**src/rtl/alu_op_sequencer_if.sv**
```systemverilog
// Request/response channel between the datapath controller (master) and
// the ALU operation sequencer (slave).
interface alu_op_sequencer_if;
  logic       req_valid;
  logic       req_ready;
  logic [3:0] req_op;
  logic [7:0] req_a;
  logic [7:0] req_b;
  logic       rsp_valid;
  logic       rsp_ready;
  logic [7:0] rsp_r;
  logic       rsp_zero;
  logic       rsp_carry;
  logic       rsp_err;

  modport master (
    output req_valid, req_op, req_a, req_b, rsp_ready,
    input  req_ready, rsp_valid, rsp_r, rsp_zero, rsp_carry, rsp_err
  );

  modport slave (
    input  req_valid, req_op, req_a, req_b, rsp_ready,
    output req_ready, rsp_valid, rsp_r, rsp_zero, rsp_carry, rsp_err
  );
endinterface

```
**src/rtl/alu_op_sequencer.sv**
```systemverilog
// ALU operation sequencer: accepts one request, drives the combinational
// ALU for a single execute cycle, captures its result and returns it over
// the response channel. Owns the architectural carry flag.
module alu_op_sequencer #(
  parameter logic CARRY_RST = 1'b0,
  parameter logic ERR_ZERO  = 1'b0
) (
  input  logic                      clk,
  input  logic                      rst_n,
  alu_op_sequencer_if.slave         bus,
  output logic [7:0]                alu_a_o,
  output logic [7:0]                alu_b_o,
  output logic                      alu_carry_in_o,
  output logic                      alu_is_shift_o,
  output logic [1:0]                alu_scode_o,
  output logic [2:0]                alu_acode_o,
  input  logic [7:0]                alu_r_i,
  input  logic                      alu_zero_i,
  input  logic                      alu_carry_out_i
);

  localparam logic [3:0] OP_ADD = 4'd0;
  localparam logic [3:0] OP_ADC = 4'd1;
  localparam logic [3:0] OP_SUB = 4'd2;
  localparam logic [3:0] OP_SBC = 4'd3;
  localparam logic [3:0] OP_AND = 4'd4;
  localparam logic [3:0] OP_XOR = 4'd6;
  localparam logic [3:0] OP_SLL = 4'd8;
  localparam logic [3:0] OP_SRA = 4'd9;
  localparam logic [3:0] OP_ROL = 4'd10;
  localparam logic [3:0] OP_CLC = 4'd15;

  typedef enum logic [1:0] {IDLE, EXEC, RESP} state_t;

  state_t     state_q;
  logic [3:0] op_q;
  logic       carry_q;
  logic       req_ready_q;
  logic       rsp_valid_q;
  logic [7:0] rsp_r_q;
  logic       rsp_zero_q;
  logic       rsp_carry_q;
  logic       rsp_err_q;

  logic [7:0] alu_a_q, alu_b_q;
  logic       alu_cin_q, alu_shift_q;
  logic [1:0] alu_scode_q;
  logic [2:0] alu_acode_q;

  logic [7:0] alu_a_d, alu_b_d;
  logic       alu_cin_d, alu_shift_d;
  logic [1:0] alu_scode_d;
  logic [2:0] alu_acode_d;

  logic       accept;

  assign accept = (state_q == IDLE) && req_ready_q && bus.req_valid;

  // Decode the incoming request into the ALU control word latched at accept.
  // CLC and illegal opcodes leave the ALU controls idle.
  always_comb begin
    alu_a_d     = '0;
    alu_b_d     = '0;
    alu_cin_d   = 1'b0;
    alu_shift_d = 1'b0;
    alu_scode_d = '0;
    alu_acode_d = '0;
    case (bus.req_op)
      OP_ADD, OP_ADC, OP_SUB, OP_SBC, OP_AND, OP_XOR: begin
        alu_a_d     = bus.req_a;
        alu_b_d     = bus.req_b;
        alu_cin_d   = carry_q;
        alu_acode_d = bus.req_op[2:0];
      end
      OP_SLL, OP_SRA, OP_ROL: begin
        alu_a_d     = bus.req_a;
        alu_b_d     = {5'b0, bus.req_b[2:0]};
        alu_cin_d   = carry_q;
        alu_shift_d = 1'b1;
        alu_scode_d = bus.req_op[1:0];
      end
      default: ;
    endcase
  end

  // Sequencer FSM with registered handshake, ALU control and response outputs.
  always_ff @(posedge clk or negedge rst_n) begin
    if (!rst_n) begin
      state_q     <= IDLE;
      op_q        <= '0;
      carry_q     <= CARRY_RST;
      req_ready_q <= 1'b0;
      rsp_valid_q <= 1'b0;
      rsp_r_q     <= '0;
      rsp_zero_q  <= 1'b0;
      rsp_carry_q <= CARRY_RST;
      rsp_err_q   <= 1'b0;
      alu_a_q     <= '0;
      alu_b_q     <= '0;
      alu_cin_q   <= 1'b0;
      alu_shift_q <= 1'b0;
      alu_scode_q <= '0;
      alu_acode_q <= '0;
    end else begin
      case (state_q)
        IDLE: begin
          if (accept) begin
            op_q        <= bus.req_op;
            alu_a_q     <= alu_a_d;
            alu_b_q     <= alu_b_d;
            alu_cin_q   <= alu_cin_d;
            alu_shift_q <= alu_shift_d;
            alu_scode_q <= alu_scode_d;
            alu_acode_q <= alu_acode_d;
            req_ready_q <= 1'b0;
            state_q     <= EXEC;
          end else begin
            req_ready_q <= 1'b1;
          end
        end
        EXEC: begin
          alu_a_q     <= '0;
          alu_b_q     <= '0;
          alu_cin_q   <= 1'b0;
          alu_shift_q <= 1'b0;
          alu_scode_q <= '0;
          alu_acode_q <= '0;
          rsp_valid_q <= 1'b1;
          state_q     <= RESP;
          case (op_q)
            OP_ADD, OP_ADC, OP_SUB, OP_SBC: begin
              rsp_r_q     <= alu_r_i;
              rsp_zero_q  <= alu_zero_i;
              rsp_err_q   <= 1'b0;
              carry_q     <= alu_carry_out_i;
              rsp_carry_q <= alu_carry_out_i;
            end
            OP_AND, OP_XOR, OP_SLL, OP_SRA, OP_ROL: begin
              rsp_r_q     <= alu_r_i;
              rsp_zero_q  <= alu_zero_i;
              rsp_err_q   <= 1'b0;
              rsp_carry_q <= carry_q;
            end
            OP_CLC: begin
              rsp_r_q     <= '0;
              rsp_zero_q  <= 1'b1;
              rsp_err_q   <= 1'b0;
              carry_q     <= 1'b0;
              rsp_carry_q <= 1'b0;
            end
            default: begin
              rsp_r_q     <= '0;
              rsp_zero_q  <= ERR_ZERO;
              rsp_err_q   <= 1'b1;
              rsp_carry_q <= carry_q;
            end
          endcase
        end
        RESP: begin
          if (bus.rsp_ready) begin
            rsp_valid_q <= 1'b0;
            req_ready_q <= 1'b1;
            state_q     <= IDLE;
          end
        end
        default: begin
          state_q <= IDLE;
        end
      endcase
    end
  end

  assign bus.req_ready  = req_ready_q;
  assign bus.rsp_valid  = rsp_valid_q;
  assign bus.rsp_r      = rsp_r_q;
  assign bus.rsp_zero   = rsp_zero_q;
  assign bus.rsp_carry  = rsp_carry_q;
  assign bus.rsp_err    = rsp_err_q;

  assign alu_a_o        = alu_a_q;
  assign alu_b_o        = alu_b_q;
  assign alu_carry_in_o = alu_cin_q;
  assign alu_is_shift_o = alu_shift_q;
  assign alu_scode_o    = alu_scode_q;
  assign alu_acode_o    = alu_acode_q;

endmodule

```
**src/flat_wrapper.sv**
```systemverilog
// flat-port wrapper written by rule: the top's interface ports become plain ports
module alu_op_sequencer_flat 
#(
  parameter logic CARRY_RST = 1'b0,
  parameter logic ERR_ZERO  = 1'b0
)
  (clk, rst_n, alu_a_o, alu_b_o, alu_carry_in_o, alu_is_shift_o, alu_scode_o, alu_acode_o, alu_r_i, alu_zero_i, alu_carry_out_i, bus_req_valid, bus_req_op, bus_req_a, bus_req_b, bus_rsp_ready, bus_req_ready, bus_rsp_valid, bus_rsp_r, bus_rsp_zero, bus_rsp_carry, bus_rsp_err);
  alu_op_sequencer_if bus_i ();
  input  logic clk;
  input  logic rst_n;
  output logic [7:0] alu_a_o;
  output logic [7:0] alu_b_o;
  output logic alu_carry_in_o;
  output logic alu_is_shift_o;
  output logic [1:0] alu_scode_o;
  output logic [2:0] alu_acode_o;
  input  logic [7:0] alu_r_i;
  input  logic alu_zero_i;
  input  logic alu_carry_out_i;
  input wire logic [$bits(bus_i.req_valid)-1:0] bus_req_valid;
  input wire logic [$bits(bus_i.req_op)-1:0] bus_req_op;
  input wire logic [$bits(bus_i.req_a)-1:0] bus_req_a;
  input wire logic [$bits(bus_i.req_b)-1:0] bus_req_b;
  input wire logic [$bits(bus_i.rsp_ready)-1:0] bus_rsp_ready;
  output wire logic [$bits(bus_i.req_ready)-1:0] bus_req_ready;
  output wire logic [$bits(bus_i.rsp_valid)-1:0] bus_rsp_valid;
  output wire logic [$bits(bus_i.rsp_r)-1:0] bus_rsp_r;
  output wire logic [$bits(bus_i.rsp_zero)-1:0] bus_rsp_zero;
  output wire logic [$bits(bus_i.rsp_carry)-1:0] bus_rsp_carry;
  output wire logic [$bits(bus_i.rsp_err)-1:0] bus_rsp_err;
  assign bus_i.req_valid = bus_req_valid;
  assign bus_i.req_op = bus_req_op;
  assign bus_i.req_a = bus_req_a;
  assign bus_i.req_b = bus_req_b;
  assign bus_i.rsp_ready = bus_rsp_ready;
  assign bus_req_ready = bus_i.req_ready;
  assign bus_rsp_valid = bus_i.rsp_valid;
  assign bus_rsp_r = bus_i.rsp_r;
  assign bus_rsp_zero = bus_i.rsp_zero;
  assign bus_rsp_carry = bus_i.rsp_carry;
  assign bus_rsp_err = bus_i.rsp_err;
  alu_op_sequencer #(.CARRY_RST(CARRY_RST), .ERR_ZERO(ERR_ZERO)) u_core (.clk(clk), .rst_n(rst_n), .bus(bus_i), .alu_a_o(alu_a_o), .alu_b_o(alu_b_o), .alu_carry_in_o(alu_carry_in_o), .alu_is_shift_o(alu_is_shift_o), .alu_scode_o(alu_scode_o), .alu_acode_o(alu_acode_o), .alu_r_i(alu_r_i), .alu_zero_i(alu_zero_i), .alu_carry_out_i(alu_carry_out_i));
endmodule
```
**config.mk**
```make
export PLATFORM = sky130hd
export DESIGN_NAME = alu_op_sequencer_flat
export DESIGN_NICKNAME = d
export VERILOG_FILES = /design/src/rtl/alu_op_sequencer_if.sv /design/src/rtl/alu_op_sequencer.sv /design/src/flat_wrapper.sv
export SDC_FILE = /design/constraint.sdc
export NUM_CORES = 1
export LEC_CHECK = 0
export CAP_MARGIN = 0
export CORE_MARGIN = 3
export CORE_UTILIZATION = 38
export DETAILED_ROUTE_END_ITERATION = 8
export PLACE_DENSITY_LB_ADDON = 0.1
export SLEW_MARGIN = 40
export SYNTH_ARGS = -nofsm -noshare
export SYNTH_HDL_FRONTEND = slang
export SYNTH_SLANG_ARGS = --single-unit
```
**constraint.sdc**
```tcl
create_clock -name clk -period 1.5 [get_ports clk]
set_input_delay 0.225 -clock clk [delete_from_list [all_inputs] [get_ports clk]]
set_output_delay 0.225 -clock clk [all_outputs]
set_load 0.01 [all_outputs]
```
==> summary.txt <==
status: finished with violations
failing checks: negative hold slack
Cells after DPL: 311
relative max-transition margin: 64.3%
I/O pin count: 70
GP Congestion: 0.743
die height: 74.5 um
kind of critical path: register to output port
Setup Viol. Count Final: 0
Clock Latency Late Sink: 290 ps
fmax: 702 MHz
vias in the first global route: 1618
first-pass GRT wire length: 7410 um
area delta synth->final: 55.9%
most frequent cells in the layout: clkdlybuf4s50_1 (67), dfrtp_1 (42), nand2_1 (32)
Power Dens Cells: 1900 nW/um2
hold_ws: -13.9 ps
syn_area_per_cell: 9.86 um2
die span in x: 74.5 um
Cell Count, Final, Fillers Out: 320
All-Layer GR Usage: 17.4%
Post-Synth XOR/XNOR Area: 0%
CTS root buf: clkbuf_8
gr ovfl total: 0
cell area after synthesis: 1790 um2
CTS Sinks: 42
clk slew on worst S/H paths: 80 ps
largest net degree at the start of global routing: 43
dpl ws: -148 ps
Buf/Inv on CP: 1
Slew @ Worst Pin: 536 ps
count of cell types in the netlist: 24
commonest non-fill, non-tap cell in the layout: clkdlybuf4s50_1
ant diodes: 0
worst-path cell chain: clkdlybuf4s50_1
Pleak: 1.22 nW
setup slack after layout: 76.4 ps
Slowest-stage cell, CP: clkdlybuf4s50_1
DP HPWL: 3200 um
Buffers on Ports: 69
max incr delay on CP: 550 ps
source of the critical timing path: u_core.alu_carry_in_o
CTS tree: yes
Worst EP required: 1270 ps
simple-gate share of the synthesized area: 18.8%
layout cell share with drive strength beyond 1: 11.9%
crit end category: output port
Initial Util: 40.2%
maxcap violations: 0
core box area: 4440 um2
post-synthesis sequential area ratio: 58.9%
Synth Area in Compound Gates: 18.8%
final wirelength: 4440 um
total CTS buffers: 5
Longest Clk Path Bufs: 2
Crit path max-delay family: buffers and inverters
antenna viol nets, final: 0
CP startpoint kind: register
site row count: 24
Synth Instances: 181
max-slew violations: 0
DR vias: 1620
mux cell area share after synthesis: 0%
Routed wire per std cell: 13.9 um
nets: 301
clk_skew: 2.92 ps
RSZ-0062 raised after global routing: false
die area: 5560 um2
DR DRC count: 0
post-synthesis net count: 215
Starting DRT DRC Count: 112
worst vdd ir: 0.000985 V
post-synthesis adder-cell area fraction: 0%
Tmin final: 1420 ps
vias per cell: 5.06
H-tree Lvls: 2
synthesized flop and latch total: 42
initial antenna violation count: 0
Final Hold Viols: 16
worst reg2reg path startpoint: u_core.state_q[0]
DR pass1 iterations: 4
Arr. time, crit path: 1200 ps
YS warnings: 0
Final Cycle Share: 94.9%
worst-path maximum fanout: 2
largest family of logic cells by synthesized area: compound AO/OA/AOI/OAI gates
Min-Delay Path Class: primary input to async pin
==> power by group <==
part,internal [W],total [W],leakage (nW),switching [W]
clock,0.000465,0.000842,0.0575,0.000378
sequential,0.00162,0.00192,0.540,0.000298
combinational,0.00139,0.00252,0.623,0.00113
total,0.00347,0.00528,1.22,0.00181
==> cell families (layout without fill, tap and decap cells) <==
family	after synthesis	in the layout
buf+inv	15	102
flops	42	42
simple gates	70	70
compound gates	54	54
==> sequential cells by signal, summed over array words and instances (netlist names) <==
signal	flops
u_core.alu_a_o	8
u_core.alu_acode_o	3
u_core.alu_b_o	8
u_core.alu_carry_in_o	1
u_core.alu_is_shift_o	1
u_core.alu_scode_o	2
u_core.bus.req_ready	1
u_core.bus.rsp_carry	1
u_core.bus.rsp_err	1
u_core.bus.rsp_r	8
u_core.bus.rsp_valid	1
u_core.bus.rsp_zero	1
u_core.op_q	4
u_core.state_q	2
==> synth_stat cells <==
master / instances / area share, %
nor2b_1: 3 / 1.1
nand3_1: 21 / 5.9
nand4bb_1: 1 / 0.63
nand2b_1: 2 / 0.70
or4b_1: 1 / 0.56
o211ai_1: 1 / 0.42
and3b_1: 1 / 0.49
dfrtp_1: 42 / 59
nand4b_1: 2 / 0.98
o2bb2ai_1: 1 / 0.49
a21boi_0: 1 / 0.42
nor2_1: 5 / 1.1
nand2_1: 32 / 6.7
a221oi_4: 1 / 1.5
a31oi_1: 2 / 0.70
nand4_1: 1 / 0.35
a21o_1: 1 / 0.42
inv_1: 4 / 0.84
a22o_1: 8 / 3.9
o21ai_0: 30 / 8.4
or2_2: 1 / 0.35
clkbuf_1: 5 / 1.1
a21oi_1: 9 / 2.5
buf_2: 6 / 1.7
==> per-stage QoR <==
| step | utilization, % | TNS (ps) | instance area, um2 | power [W] |
|---|---|---|---|---|
| 2_1_floorplan | - | 0 | 1790 | 0.00306 |
| 3_3_place_gp | 59.9 | -109 | 2660 | 0.00444 |
| 3_5_place_dp | 59.9 | -739 | 2660 | 0.00449 |
| 4_1_cts | 62.6 | 0 | 2780 | 0.00536 |
| 5_1_grt | 62.6 | 0 | 2780 | 0.00570 |
| 6_report | 62.6 | 0 | 2780 | 0.00528 |
==> final timing paths <==
check	endpoint	slack [ps]	cells after the start
worst min register to register	u_core.alu_acode_o[0]	490	1
max in group asynchronous	u_core.alu_scode_o[1]	1140	2
worst max-delay path	alu_carry_in_o	80	1
worst min-delay path	u_core.bus.rsp_r[3]	-10	2
min in group clk	u_core.alu_b_o[1]	470	3
worst max register to register	u_core.alu_acode_o[2]	150	3
==> per-layer routing <==
metal	vias to the layer above	global-route usage [%]	share of wire [%]
li1	803	-	-
met1	769	20.6	42
met2	43	30.1	50
met3	5	5.68	6.4
met4	0	4.74	0.88
met5	-	0	0
==> layout make-up <==
cell class	instances	area (um2)
Multi-Input combinational cell	124	671
Tap cell	52	65.1
Sequential cell	42	1050
Timing Repair Buffer	90	871
Clock buffer	8	110
Inverter	4	15.0
Fill cell	385	1660
==> repair_timing <==
| action | 4_1_cts | 5_1_grt |
|---|---|---|
| pin swaps | 0 | 0 |
| resized for setup | 0 | 1 |
| endpoints found under the setup margin | 1 | 1 |
| hold buffers | 0 | 0 |
| buffers inserted | 1 | 0 |
No activity file was read; power rests on OpenSTA's default activity.
